==> src/rtl/bird_sprite_renderer.sv <==
// Bird sprite renderer: a two-stage pixel pipeline that tests each pixel against
// the bird's bounding box, fetches the sprite bit from an external ROM and flags
// frames in which an opaque bird pixel overlaps an obstacle pixel.
module bird_sprite_renderer #(
    parameter int SPRITE_W = 16,
    parameter int SPRITE_H = 13,
    parameter int COORD_W  = 10
) (
    input  logic               clk,
    input  logic               rst,
    input  logic               frame_start,
    input  logic [COORD_W-1:0] bird_x,
    input  logic [COORD_W-1:0] bird_y,
    input  logic               pix_valid,
    input  logic [COORD_W-1:0] pix_x,
    input  logic [COORD_W-1:0] pix_y,
    input  logic               obstacle_px,
    output logic [7:0]         rom_ad,
    input  logic               rom_dout,
    output logic               out_valid,
    output logic               out_bird,
    output logic               out_obstacle,
    output logic               frame_collision
);

    // Box extents are compared one bit wider than the screen so that a bird
    // parked near the right/bottom edge clips instead of wrapping to column 0.
    localparam logic [COORD_W:0] SW_EXT = (COORD_W+1)'(SPRITE_W);
    localparam logic [COORD_W:0] SH_EXT = (COORD_W+1)'(SPRITE_H);

    // Latched bird position (valid for the whole frame)
    logic [COORD_W-1:0] bx_q, by_q;

    // Stage 1 registers
    logic       in_box_q;
    logic       valid1_q;
    logic       obs1_q;
    logic [7:0] rom_ad_q;

    // Stage 2 (output) registers
    logic out_valid_q;
    logic out_bird_q;
    logic out_obstacle_q;

    // Collision tracking
    logic collision_live_q;
    logic frame_collision_q;

    // Stage 1 next-state values
    logic               in_box_d;
    logic [7:0]         rom_ad_d;
    logic [COORD_W:0]   px_ext, py_ext, bx_ext, by_ext, bx_end, by_end;
    logic [COORD_W-1:0] dx, dy;
    logic [15:0]        addr_full;
    logic               collision_set;

    // Bounding-box test and sprite address for the incoming pixel
    always_comb begin
        px_ext    = {1'b0, pix_x};
        py_ext    = {1'b0, pix_y};
        bx_ext    = {1'b0, bx_q};
        by_ext    = {1'b0, by_q};
        bx_end    = bx_ext + SW_EXT;
        by_end    = by_ext + SH_EXT;
        in_box_d  = pix_valid
                  & (px_ext >= bx_ext) & (px_ext < bx_end)
                  & (py_ext >= by_ext) & (py_ext < by_end);
        dx        = pix_x - bx_q;
        dy        = pix_y - by_q;
        // Only the low 8 address bits matter, so operand truncation is harmless.
        addr_full = 16'(dy) * 16'(SPRITE_W) + 16'(dx);
        rom_ad_d  = in_box_d ? addr_full[7:0] : 8'd0;
    end

    assign collision_set = out_valid_q & out_bird_q & out_obstacle_q;

    // Bird position latch; a pixel in the frame_start cycle still sees the old one
    always_ff @(posedge clk) begin
        if (rst) begin
            bx_q <= '0;
            by_q <= '0;
        end else if (frame_start) begin
            bx_q <= bird_x;
            by_q <= bird_y;
        end
    end

    // Stage 1: register box hit, ROM address, valid and (qualified) obstacle
    always_ff @(posedge clk) begin
        if (rst) begin
            in_box_q <= 1'b0;
            rom_ad_q <= 8'd0;
            valid1_q <= 1'b0;
            obs1_q   <= 1'b0;
        end else begin
            in_box_q <= in_box_d;
            rom_ad_q <= rom_ad_d;
            valid1_q <= pix_valid;
            obs1_q   <= pix_valid & obstacle_px;
        end
    end

    // Stage 2: combine the ROM bit with the box hit and align the obstacle
    always_ff @(posedge clk) begin
        if (rst) begin
            out_valid_q    <= 1'b0;
            out_bird_q     <= 1'b0;
            out_obstacle_q <= 1'b0;
        end else begin
            out_valid_q    <= valid1_q;
            out_bird_q     <= in_box_q & rom_dout;
            out_obstacle_q <= obs1_q;
        end
    end

    // Sticky per-frame collision flag, handed over to frame_collision at frame start
    always_ff @(posedge clk) begin
        if (rst) begin
            collision_live_q  <= 1'b0;
            frame_collision_q <= 1'b0;
        end else if (frame_start) begin
            frame_collision_q <= collision_live_q | collision_set;
            collision_live_q  <= 1'b0;
        end else if (collision_set) begin
            collision_live_q  <= 1'b1;
        end
    end

    assign rom_ad          = rom_ad_q;
    assign out_valid       = out_valid_q;
    assign out_bird        = out_bird_q;
    assign out_obstacle    = out_obstacle_q;
    assign frame_collision = frame_collision_q;

endmodule

==> config.mk <==
export PLATFORM = sky130hd
export DESIGN_NAME = bird_sprite_renderer
export DESIGN_NICKNAME = d
export VERILOG_FILES = /design/src/rtl/bird_sprite_renderer.sv
export SDC_FILE = /design/constraint.sdc
export NUM_CORES = 1
export LEC_CHECK = 0
export ABC_CLOCK_PERIOD_IN_PS = 5600
export CAP_MARGIN = 20
export CORE_MARGIN = 5
export CORE_UTILIZATION = 52
export DETAILED_ROUTE_END_ITERATION = 7
export PLACE_DENSITY = 0.84
export SLEW_MARGIN = 20
export SYNTH_ARGS = -nofsm -noshare
export SYNTH_HDL_FRONTEND = slang
export SYNTH_SLANG_ARGS = --single-unit
==> constraint.sdc <==
create_clock -name clk -period 5.6 [get_ports clk]
set_clock_uncertainty 0.05 [all_clocks]
set_input_delay 1.4 -clock clk [delete_from_list [all_inputs] [get_ports clk]]
set_output_delay 1.4 -clock clk [all_outputs]
set_load 0.02 [all_outputs]
Word-level counts from Yosys, hierarchy flattened
Cells that the tools add are included.
Word-level totals
  flip-flop bits (word level): 36
  input bits: 46
  output and inout bits: 12
  logic and storage cells: 32
Cells by class
  $add $sub $neg: 5
  magnitude comparators: 4
  bitwise operators: 10
  reduce and logical (&&, ||, !) cells: 2
Operators with widths (number)
  less-than comparator 10 x 11 -> 1 bit: 2
  greater-or-equal comparator 10 bit: 2
  adder 10 x 4 -> 11 bit, second input constant: 1
  adder 10 x 5 -> 11 bit, second input constant: 1
  adder 8 bit: 1
  AND 1 bit: 8
  subtractor 8 bit: 1
  OR reduction 2 bit: 2
  subtractor 4 bit: 1
  NOT 1 bit: 1
  OR 1 bit: 1

Longest topological paths before layout
Gate-level depths: netlist (run 1).
  word-level depth: 7
  depth in mapped cells: 12
  mapped depth without buffers: 12

Worst setup path after synthesis (run 1)
OpenSTA, ideal clock, no wires.
  path type: input -> register
  start point: in pix_y[0]
  end point: reg rom_ad_q[7] (netlist: rom_ad[7])
  library setup time: 0.117 ns
  arrival: 3.480 ns
  required time: 5.433 ns
  path slack: 1.954 ns
  stages: 11
  buffers on the path: 0
  cell sequence: inv_1 -> ha_1 -> inv_1 -> fa_1 -> xor2_1 -> fa_1 -> ha_1 -> a21o_1 -> a31oi_1 -> xnor2_1 -> nor2_1
Between the ends
  word-level cells in the longest chain between the ends: 5
  elaborated cells between the ends (all ways): 8
  classes of those cells: add/sub: 2; order compare: 2; bitwise: 3; reduce/logical: 1
Ends and longest elaborated chain
  start, declared: RTL line 16  | input logic [COORD_W-1:0] pix_y,
  parallel branches: the longest is 5 deep, another holds adder 8 bit
  end signal, assigned: RTL line 97  | rom_ad_q <= rom_ad_d;
  end, declared: RTL line 38  | logic [7:0] rom_ad_q;
Several ways; the timed one is not identified.
A chain may end at the register's enable or synchronous reset.

Worst setup path in the final report (run 1)
Same ends and word-level chain as after synthesis.

==> results of run 1 <==
==> cells by family (layout without fill, tap and decap cells) <==
group	Yosys count	in the layout	share of synthesized area, %
xor gates and xnor gates	17	17	5.65
and+or+nand+nor	78	78	15.1
buffers and inverters	47	107	6.74
muxes	20	20	7.60
AOI/OAI and AO/OA	39	39	10.6
DFF	36	36	27.4
adders and majority gates	52	52	27.0
==> routing by layer <==
metal / GRT usage (%) / up-vias / share of wire, %
met2: 33.2 / 42 / 51
li1: - / 1097 / -
met5: 0 / - / 0
met4: 8.11 / 0 / 2.4
met3: 4.21 / 14 / 3.5
met1: 22.7 / 1006 / 44
==> per-stage QoR <==
| step | util, % | hold slack, ns | worst slack (ns) | instances | total power [mW] |
|---|---|---|---|---|---|
| after CTS | 67.6 | 0.384 | 1.63 | 419 | 0.744 |
| after global routing | 67.6 | 0.391 | 1.46 | 419 | 0.788 |
| after floorplan | - | 0.352 | 1.95 | 289 | 0.437 |
| after detailed placement | 65.4 | 0.373 | 1.34 | 411 | 0.515 |
| final | 67.6 | 0.381 | 1.63 | 419 | 0.736 |
| after global placement | 65.4 | 0.376 | 1.46 | 411 | 0.501 |
==> cell type report <==
| class | count | area (um2) | area share [%] |
|---|---|---|---|
| Clock inverter | 3 | 42.5 | 1.26 |
| Timing Repair Buffer | 58 | 578 | 17.1 |
| Tap cell | 70 | 87.6 | 2.58 |
| Sequential cell | 36 | 721 | 21.3 |
| Multi-Input combinational cell | 206 | 1740 | 51.3 |
| Clock buffer | 5 | 68.8 | 2.03 |
| Inverter | 41 | 154 | 4.54 |
==> power by group <==
part / leakage, nW / switching [mW] / internal (mW)
Clock: 0.0541 / 0.0943 / 0.132
Sequential: 0.295 / 0.0110 / 0.267
Combinational: 1.12 / 0.114 / 0.119
==> cells in the final DEF (no fill, tap or decap), types with 2 or more instances in the layout <==
master,synthesis,routed
a31oi_1,2,2
ha_1,44,44
a211oi_1,5,5
nand3_1,7,7
o211ai_1,2,2
fa_1,8,8
a21o_1,2,2
clkdlybuf4s50_1,0,57
clkbuf_8,0,5
dfxtp_1,36,36
o21ai_0,2,2
xor2_1,3,3
a21oi_1,14,14
and2_1,2,2
nor3_1,6,6
nand2_1,9,9
nand4_1,5,5
xnor2_1,14,14
nor2b_1,6,6
nor2_1,33,33
and3_1,2,2
a21boi_0,2,2
nor3_2,2,2
o21a_1,2,2
mux2i_1,20,20
inv_1,41,41
==> worst min-delay path, stage by stage, from the launching register on <==
cell     delay [ns]
dfxtp_1        0.31
nand2_1        0.06
nor2_1         0.04
==> worst max path at each step <==
stage | startpoint | end | slack, ns | cells after the start
2_1_floorplan | pix_y[0] | rom_ad[7]$_SDFF_PP0_ | 1.95 | 11
3_3_place_gp | pix_y[0] | rom_ad[7]$_SDFF_PP0_ | 1.46 | 12
3_5_place_dp | pix_y[0] | rom_ad[7]$_SDFF_PP0_ | 1.34 | 12
4_1_cts | pix_y[0] | rom_ad[7]$_SDFF_PP0_ | 1.63 | 12
5_1_grt | pix_y[0] | rom_ad[7]$_SDFF_PP0_ | 1.46 | 12
6_report | pix_y[0] | rom_ad[7]$_SDFF_PP0_ | 1.63 | 12
==> qor.yml, run 1 <==
global_route:
  grt_pass1_vias: 2198
  grt_overflow: 0
  antenna_found_initial: 0
  grt_pass1_wl_mm: 9.72
  grt_usage_pct: 19.1
  grt_max_degree: 27
clocking:
  ctsResizeCount: 0
  root_buffer: "clkbuf_8"
  clock_path_buffers: 2
  insertion_delay_ns: 0.28
  path_clk_slew_ns: 0.07
  cts_made_buffers: 5
  h-tree-depth: 2
  cts_sinks: 36
  post-cts-setup-buffers: 0
  holdBufCountCts: 0
  cts_tree: "built"
sta:
  rsz0062_at_grt: "no"
  min_period_over_period_pct: 71.0
  fin_crit_ns: 3.97
  slew_headroom_pct: 40.6
  hold_viol_final: 0
  worstMarginPinSlew_ns: 0.889
  slew_viol_final: 0
  tns_ns: 0
  fmax_mhz: 252
  setup_violations: 0
die:
  die_w_um: 81.2
  rows: 26
  die_y_um: 81.2
  ioPinCount: 58
  core_area_um2: 5010
  start_util_pct: 52.6
  dieArea_um2: 6590
setup_path:
  worstPathRequired_ns: 5.73
  worstReg2RegStart: "by_q[0]$_SDFFE_PP0P_"
  cp-end-kind: "register"
  cp_max_fo: 4
  critPathKind: "in -> reg"
  critPathLaunchType: "input port"
  ff2ff_path_depth: 10
  crit_arrival_ns: 4.10
  path_cells: "clkdlybuf4s50_1 > inv_1 > ha_1 > inv_1 > fa_1 > xor2_1 > fa_1 > ha_1 > a21o_1 > a31oi_1 > xnor2_1 > nor2_1"
  cpPeakStageDelay_ns: 0.46
  cpMaxStageDelayCell: "fa_1"
  crit_buf_inv: 3
  reg2reg_to: "rom_ad[7]$_SDFF_PP0_"
  crit_family: "adder cells"
  rrSetupSlack_ns: 2.72
detailed_routing:
  via_per_inst: 5.15
  via_count: 2159
  drt_pre_antenna_iters: 4
  drc: 0
  wl_mm: 5.88
  wl_per_cell_um: 14.0
  final_antenna_net_count: 0
  drt_iter0_drc: 75
logic_synthesis:
  synth_cell_types: 41
  syn_inst: 289
  synth_area_um2: 2640
  yosys_most_used_dff: "dfxtp_1"
  ys_ff_latch: 36
  yosys-top-cells-count: "ha_1 (44), inv_1 (41), dfxtp_1 (36), nor2_1 (33), mux2i_1 (20)"
  syn_area_per_cell_um2: 9.12
  synth_nets: 387
  yosysMostFrequentCell: "ha_1"
  ys_async_sr_fraction_pct: 0
  synth_top_cell_area_share_pct: 27.4
  synth_top_cell_by_area: "dfxtp_1"
  synthTopCellsByArea: "dfxtp_1 (27%), ha_1 (21%), mux2i_1 (7.6%)"
  yosysSeqAreaShare_pct: 27.4
  yosys_warnings: 0
  synth_edf_count: 0
power_and_ir_drop:
  irDropWorstVdd_mv: 0.160
  p_per_area_nw_per_um2: 217
  leakage_nw: 1.47
min_path:
  worstHoldEndpoint: "out_bird$_SDFF_PP0_"
  hold_class: "reg -> reg"
  worstHoldPathCells: 2
  min_from: "in_box_q$_SDFF_PP0_"
cells_and_area:
  antenna_cells: 0
  final_area_um2: 3390
  area_delta_synth_final_pct: 28.6
  nFillCells: 425
  layout-drive-gt1-share_pct: 4.87
  layout.nets: 446
place:
  gp_congestion: 0.852
  io_buffers: 57
  dpl_cell_area_um2: 3280
  place_hpwl_mm: 4.88
run_status:
  status: "completed"
run:
  maxCapViolations: 0
(Power assumes the default switching activity.)
==> run 2: changes to the inputs <==
--- a/config.mk
+++ b/config.mk
@@ -5,12 +5,12 @@
 export SDC_FILE = /design/constraint.sdc
 export NUM_CORES = 1
 export LEC_CHECK = 0
-export ABC_CLOCK_PERIOD_IN_PS = 5600
+export ABC_CLOCK_PERIOD_IN_PS = 3300
 export CAP_MARGIN = 20
 export CORE_MARGIN = 5
-export CORE_UTILIZATION = 52
+export CORE_UTILIZATION = 46
 export DETAILED_ROUTE_END_ITERATION = 7
-export PLACE_DENSITY = 0.84
+export PLACE_DENSITY = 0.79
 export SLEW_MARGIN = 20
 export SYNTH_ARGS = -nofsm -noshare
 export SYNTH_HDL_FRONTEND = slang
==> constraint.sdc (replaced) <==
create_clock -name clk -period 3.3 [get_ports clk]
set_clock_uncertainty 0.05 [all_clocks]
set_input_delay 0.825 -clock clk [delete_from_list [all_inputs] [get_ports clk]]
set_output_delay 0.825 -clock clk [all_outputs]
set_load 0.02 [all_outputs]
==> run 2 against run 1 <==
  * Design area up 2.0%
  * Setup slack worse by 1.6 ns
  * Critical endpoint unchanged
  * Hold slack lost 0.0081 ns
  * Largest cell class unchanged
  * Wire length fell by 2.9%
  * Non-clock buffer count up 7
  * Global-route usage shrank 2.6 points
  * Clock power increased by 38%
  * Count of clock-buffer cells in the layout did not move
  * First-iteration DRC count up 57%
==> qor.yml, run 2 (synthesis results as in run 1) <==
detailed_routing:
  drt_iter0_drc: 118  # was 75
  via_per_inst: 5.06  # was 5.15
  drc: 0  # unchanged
  wl_per_cell_um: 13.3  # was 14.0 um
  via_count: 2167  # was 2159
  wl_mm: 5.71  # was 5.88 mm
  final_antenna_net_count: 0  # unchanged
  drt_pre_antenna_iters: 4  # unchanged
sta:
  slew_headroom_pct: 71.3  # was 40.6%
  layout_setup_ws_ns: 0.0682  # was 1.63 ns
  setup_violations: 0  # unchanged
  fin_crit_ns: 3.23
  hold_viol_final: 0  # unchanged
  min_period_over_period_pct: 97.9
  worstMarginPinSlew_ns: 0.428  # was 0.889 ns
  slew_viol_final: 0  # unchanged
  whs_ns: 0.373  # was 0.381 ns
  tns_ns: 0  # unchanged
  fmax_mhz: 309
global_route:
  grt_pass1_vias: 2187  # was 2198
  grt_max_degree: 27  # unchanged
  antenna_found_initial: 0  # unchanged
  grt_pass1_wl_mm: 9.79  # was 9.72 mm
  grt_overflow: 0  # unchanged
  grt_usage_pct: 16.6  # was 19.1%
power_and_ir_drop:
  irDropWorstVdd_mv: 0.273  # was 0.160 mV
  p_int_mw: 0.819  # was 0.517 mW
  p_total_mw: 1.19  # was 0.736 mW
  p_per_area_nw_per_um2: 346  # was 217 nW/um2
  combPwrFrac_pct: 34.3  # was 31.5%
  p_seq_share_pct: 39.5  # was 37.8%
  power.share.clock_pct: 26.1  # was 30.7%
  netSwitchingFraction_pct: 31.4  # was 29.7%
  p_sw_mw: 0.375  # was 0.219 mW
  leakage_nw: 1.49  # was 1.47 nW
min_path:
  hold_class: "reg -> reg"  # unchanged
place:
  gp_congestion: 0.875  # was 0.852
  place_hpwl_mm: 4.70  # was 4.88 mm
  place_ws_ns: -0.328  # was 1.34 ns
  dpl_cell_area_um2: 3320  # was 3280 um2
  placed_cells: 419  # was 411
  io_buffers: 57  # unchanged
die:
  ioPinCount: 58  # unchanged
  core_area_um2: 5540  # was 5010 um2
  rows: 27  # was 26
  dieArea_um2: 7340  # was 6590 um2
  die_w_um: 85.7  # was 81.2 um
  die_y_um: 85.7  # was 81.2 um
  start_util_pct: 47.6  # was 52.6%
setup_path:
  cpMaxStageDelayCell: "fa_1"  # unchanged
  crit_arrival_ns: 3.36  # was 4.10 ns
  critPathLaunchType: "input port"  # unchanged
  path_cells: "clkdlybuf4s50_1 > inv_2 > ha_4 > inv_2 > fa_2 > xor2_2 > fa_1 > ha_4 > a21o_1 > a31oi_1 > xnor2_1 > nor2_1"  # was clkdlybuf4s50_1 > inv_1 > ha_1 > inv_1 > fa_1 > xor2_1 > fa_1 > ha_1 > a21o_1 > a31oi_1 > xnor2_1 > nor2_1
  worstPathRequired_ns: 3.43  # was 5.73 ns
  cpPeakStageDelay_ns: 0.56  # was 0.46 ns
  cp_max_fo: 4  # unchanged
  critPathKind: "in -> reg"  # unchanged
  cp-end-kind: "register"  # unchanged
cells_and_area:
  layout-drive-gt1-share_pct: 8.43  # was 4.87%
  final_common_cell: "clkdlybuf4s50_1"  # unchanged
  layout_common_cells: "clkdlybuf4s50_1 (57), ha_1 (42), inv_1 (39)"  # was clkdlybuf4s50_1 (57), ha_1 (44), inv_1 (41)
  layout.nets: 453  # was 446
  fin_cells: 428  # was 419
  nFillCells: 467  # was 425
  area_delta_synth_final_pct: 31.1  # was 28.6%
  fin_util_pct: 62.4  # was 67.6%
  final_area_um2: 3450  # was 3390 um2
  antenna_cells: 0  # unchanged
run:
  maxCapViolations: 0  # unchanged
run_status:
  status: "completed"  # unchanged
clocking:
  root_buffer: "clkbuf_8"  # unchanged
  cts_tree: "built"  # unchanged
  cts_sinks: 36  # unchanged
  path_clk_slew_ns: 0.07  # about the same
  insertion_delay_ns: 0.29  # was 0.28 ns
  clock_path_buffers: 2  # unchanged
  holdBufCountCts: 0  # unchanged
  h-tree-depth: 2  # unchanged
  cts_made_buffers: 5  # unchanged
-- run 2: changes by cell type in the layout (fill, tap and decap cells not counted), sizes merged --
cell	previous run	this run
buf	1	8
bufinv	1	0
clkinv	1	3
clkinvlp	1	0
-- run 2: path summary, 6_finish.rpt --
check                                           from              endpoint  slack [ns]  cells after the start
worst max-delay path                        pix_y[0]  rom_ad[7]$_SDFF_PP0_        0.07                     12
worst min register to register   in_box_q$_SDFF_PP0_   out_bird$_SDFF_PP0_        0.37                      2
worst min-delay path             in_box_q$_SDFF_PP0_   out_bird$_SDFF_PP0_        0.37                      2
worst max register to register  by_q[0]$_SDFFE_PP0P_  rom_ad[3]$_SDFF_PP0_        0.38                     12
-- run 2: final cells by class --
cell class	instances	area [um2]	area share [%]
Clock buffer	5	68.8	1.99
Clock inverter	3	18.8	0.543
Inverter	41	154	4.45
Multi-Input combinational cell	206	1770	51.3
Sequential cell	36	721	20.9
Tap cell	72	90.1	2.61
Timing Repair Buffer	65	631	18.3
-- run 2: worst max-delay path: cells and delay by family --
family                     cells  cell delay (ns)
adders and majority gates      4             1.29
buffers and inverters          3             0.53
AOI/OAI and AO/OA              2             0.35
xor gates and xnor gates       2             0.31
and+or+nand+nor                1             0.05
-- run 2: power by group through the flow --
stage | clock, mW | combinational [mW] | sequential, mW
6_report | 0.312 | 0.410 | 0.472
5_1_grt | 0.341 | 0.459 | 0.475
4_1_cts | 0.320 | 0.409 | 0.472
3_5_place_dp | 0 | 0.396 | 0.481
3_3_place_gp | 0 | 0.382 | 0.481
2_1_floorplan | 0 | 0.262 | 0.480
-- run 2: repair_timing --
item                                    in CTS  in global routing
cloned                                       0                  0
endpoints found under the setup margin       1                  2
gates resized for setup                      1                  7
setup buffers                                0                  1
hold endpoints to repair                     0                  0
pin swaps                                    0                  5
-- run 2: metal layers --
metal  up-vias  global-route usage, %  wire [um]
li1       1115                      -          -
met1       990                   21.0       2570
met2        51                   27.5       2810
met3        11                   3.55        217
met4         0                   6.19        116
met5         -                      0          0
==> run 3: changes to the inputs <==
--- a/config.mk
+++ b/config.mk
@@ -8,9 +8,9 @@
 export ABC_CLOCK_PERIOD_IN_PS = 3300
 export CAP_MARGIN = 20
 export CORE_MARGIN = 5
-export CORE_UTILIZATION = 46
+export CORE_UTILIZATION = 30
 export DETAILED_ROUTE_END_ITERATION = 7
-export PLACE_DENSITY = 0.79
+export PLACE_DENSITY = 0.56
 export SLEW_MARGIN = 20
 export SYNTH_ARGS = -nofsm -noshare
 export SYNTH_HDL_FRONTEND = slang
==> run 3 against run 2 <==
  * Die area is 47% higher
  * First-iteration DRC count down 58%
  * Sequential share of layout area down 0.52 points
  * Final cell count is 10% higher
  * Critical path type unchanged
  * Hold slack gained 0.017 ns
  * Largest power group unchanged
  * Via count down 2.3%
  * Utilization is 21 points lower
  * Count of clock-buffer cells in the layout unchanged
  * Maximum frequency rose by 5.0%
==> qor.yml, run 3 (synthesis results as in run 1) <==
clocking:
  clock_path_buffers: 2  # unchanged
  cts_tree: "built"  # unchanged
  path_clk_slew_ns: 0.07  # about the same
  h-tree-depth: 2  # unchanged
  cts_made_buffers: 5  # unchanged
  root_buffer: "clkbuf_8"  # unchanged
  holdBufCountCts: 0  # unchanged
  post-cts-setup-buffers: 0  # unchanged
  insertion_delay_ns: 0.29  # about the same
  cts_sinks: 36  # unchanged
detailed_routing:
  drt_pre_antenna_iters: 4  # unchanged
  final_antenna_net_count: 0  # unchanged
  via_count: 2117  # was 2167
  via_per_inst: 4.49  # was 5.06
  drt_iter0_drc: 49  # was 118
  drc: 0  # unchanged
  wl_per_cell_um: 12.5  # was 13.3 um
  wl_mm: 5.88  # was 5.71 mm
die:
  rows: 34  # was 27
  core_area_um2: 8640  # was 5540 um2
  start_util_pct: 30.5  # was 47.6%
  die_w_um: 104  # was 85.7 um
  die_y_um: 104  # was 85.7 um
  dieArea_um2: 10800  # was 7340 um2
  ioPinCount: 58  # unchanged
setup_path:
  cpMaxStageDelayCell: "fa_1"  # unchanged
  worstPathRequired_ns: 3.43  # about the same
  cpPeakStageDelay_ns: 0.57  # was 0.56 ns
  cp_max_fo: 4  # unchanged
  critPathKind: "in -> reg"  # unchanged
  crit_arrival_ns: 3.21  # was 3.36 ns
  path_cells: "clkdlybuf4s50_1 > fa_2 > xor2_2 > fa_1 > ha_4 > a21o_1 > a31oi_1 > xnor2_1 > nor2_1"  # was clkdlybuf4s50_1 > inv_2 > ha_4 > inv_2 > fa_2 > xor2_2 > fa_1 > ha_4 > a21o_1 > a31oi_1 > xnor2_1 > nor2_1
  cp-end-kind: "register"  # unchanged
  critPathLaunchType: "input port"  # unchanged
  crit_buf_inv: 1  # was 3
  crit_family: "adder cells"  # unchanged
cells_and_area:
  final_common_cell: "clkdlybuf4s50_1"  # unchanged
  layout.nets: 460  # was 453
  final_area_um2: 3540  # was 3450 um2
  multiInputGateArea_um2: 1760  # was 1770 um2
  regArea_um2: 721  # unchanged
  area_delta_synth_final_pct: 34.4  # was 31.1%
  layout_common_cells: "clkdlybuf4s50_1 (56), ha_1 (43), inv_1 (40)"  # was clkdlybuf4s50_1 (57), ha_1 (42), inv_1 (39)
  nFillCells: 862  # was 467
  antenna_cells: 0  # unchanged
  layout-drive-gt1-share_pct: 9.64  # was 8.43%
sta:
  slew_headroom_pct: 68.8  # was 71.3%
  fmax_mhz: 325  # was 309 MHz
  fin_crit_ns: 3.08  # was 3.23 ns
  worstMarginPinSlew_ns: 0.465  # was 0.428 ns
  slew_viol_final: 0  # unchanged
  hold_viol_final: 0  # unchanged
  setup_violations: 0  # unchanged
  rsz0062_at_grt: "no"
  tns_ns: 0  # unchanged
  min_period_over_period_pct: 93.3  # was 97.9%
power_and_ir_drop:
  leakage_nw: 1.54  # was 1.49 nW
  power.share.clock_pct: 26.2  # was 26.1%
  combPwrFrac_pct: 34.5  # was 34.3%
  irDropWorstVdd_mv: 0.163  # was 0.273 mV
  p_seq_share_pct: 39.3  # was 39.5%
  p_per_area_nw_per_um2: 339  # was 346 nW/um2
  p_int_mw: 0.823  # was 0.819 mW
  netSwitchingFraction_pct: 31.3  # was 31.4%
  p_sw_mw: 0.376  # was 0.375 mW
global_route:
  grt_pass1_vias: 2167  # was 2187
  antenna_found_initial: 0  # unchanged
  grt_use_met1_pct: 15.1  # was 21.0%
  grt_usage_pct: 11.2  # was 16.6%
  grt_max_degree: 26  # was 27
  grt_pass1_wl_mm: 10.0  # was 9.79 mm
  met3_usage_pct: 2.24  # was 3.55%
  grt_overflow: 0  # unchanged
  grt-busiest-layer: "met2"  # unchanged
  met2_usage_pct: 17.8  # was 27.5%
place:
  place_hpwl_mm: 4.98  # was 4.70 mm
  gp_congestion: 0.858  # was 0.875
  io_buffers: 57  # unchanged
  dpl_cell_area_um2: 3430  # was 3320 um2
min_path:
  hold_class: "reg -> reg"  # unchanged
run:
  maxCapViolations: 0  # unchanged
run_status:
  status: "completed"  # unchanged
## run 3: worst paths after layout
kind / start / endpoint / slack (ns) / depth (start not counted)
max: pix_y[1] / rom_ad[7]$_SDFF_PP0_ / 0.22 / 9
max reg2reg: by_q[1]$_SDFFE_PP0P_ / rom_ad[4]$_SDFF_PP0_ / 0.48 / 12
min: valid1_q$_SDFF_PP0_ / out_valid$_SDFF_PP0_ / 0.39 / 1
min reg2reg: valid1_q$_SDFF_PP0_ / out_valid$_SDFF_PP0_ / 0.39 / 1
## run 3: power by group through the flow
stage / clock network (mW) / registers [mW] / logic (mW)
floorplan: 0 / 0.480 / 0.262
global placement: 0 / 0.481 / 0.399
detailed placement: 0 / 0.482 / 0.407
CTS: 0.327 / 0.472 / 0.418
global route: 0.347 / 0.475 / 0.469
finish: 0.314 / 0.471 / 0.414
## run 3: stage by stage
step           power, mW  hold slack, ns  cells  utilization, %  setup slack, ns
3_3_place_gp       0.880           0.371    463            39.7           -0.274
6_report            1.20           0.391    471            41.0            0.222
3_5_place_dp       0.888           0.377    463            39.7           -0.325
5_1_grt             1.29           0.414    471            41.0           0.0845
2_1_floorplan      0.742           0.352    289               -            0.229
4_1_cts             1.22           0.395    471            40.9           0.0452
## run 3: what timing repair did
action,4_1_cts,5_1_grt
hold endpoints to repair,0,0
endpoints found under the setup margin,1,1
gates resized for setup,1,4
pin swaps,1,3
## run 3: layer usage
metal,vias to the layer above,part of all wire [%]
li1,1128,-
met1,947,49
met2,36,46
met3,6,3.7
met4,0,1.3
met5,-,0
## run 3: final cells by class
cell class	count	area share, %
Multi-Input combinational cell	206	49.7
Sequential cell	36	20.3
Timing Repair Buffer	72	19.4
Inverter	41	4.34
Tap cell	108	3.81
Clock buffer	5	1.94
Clock inverter	3	0.530
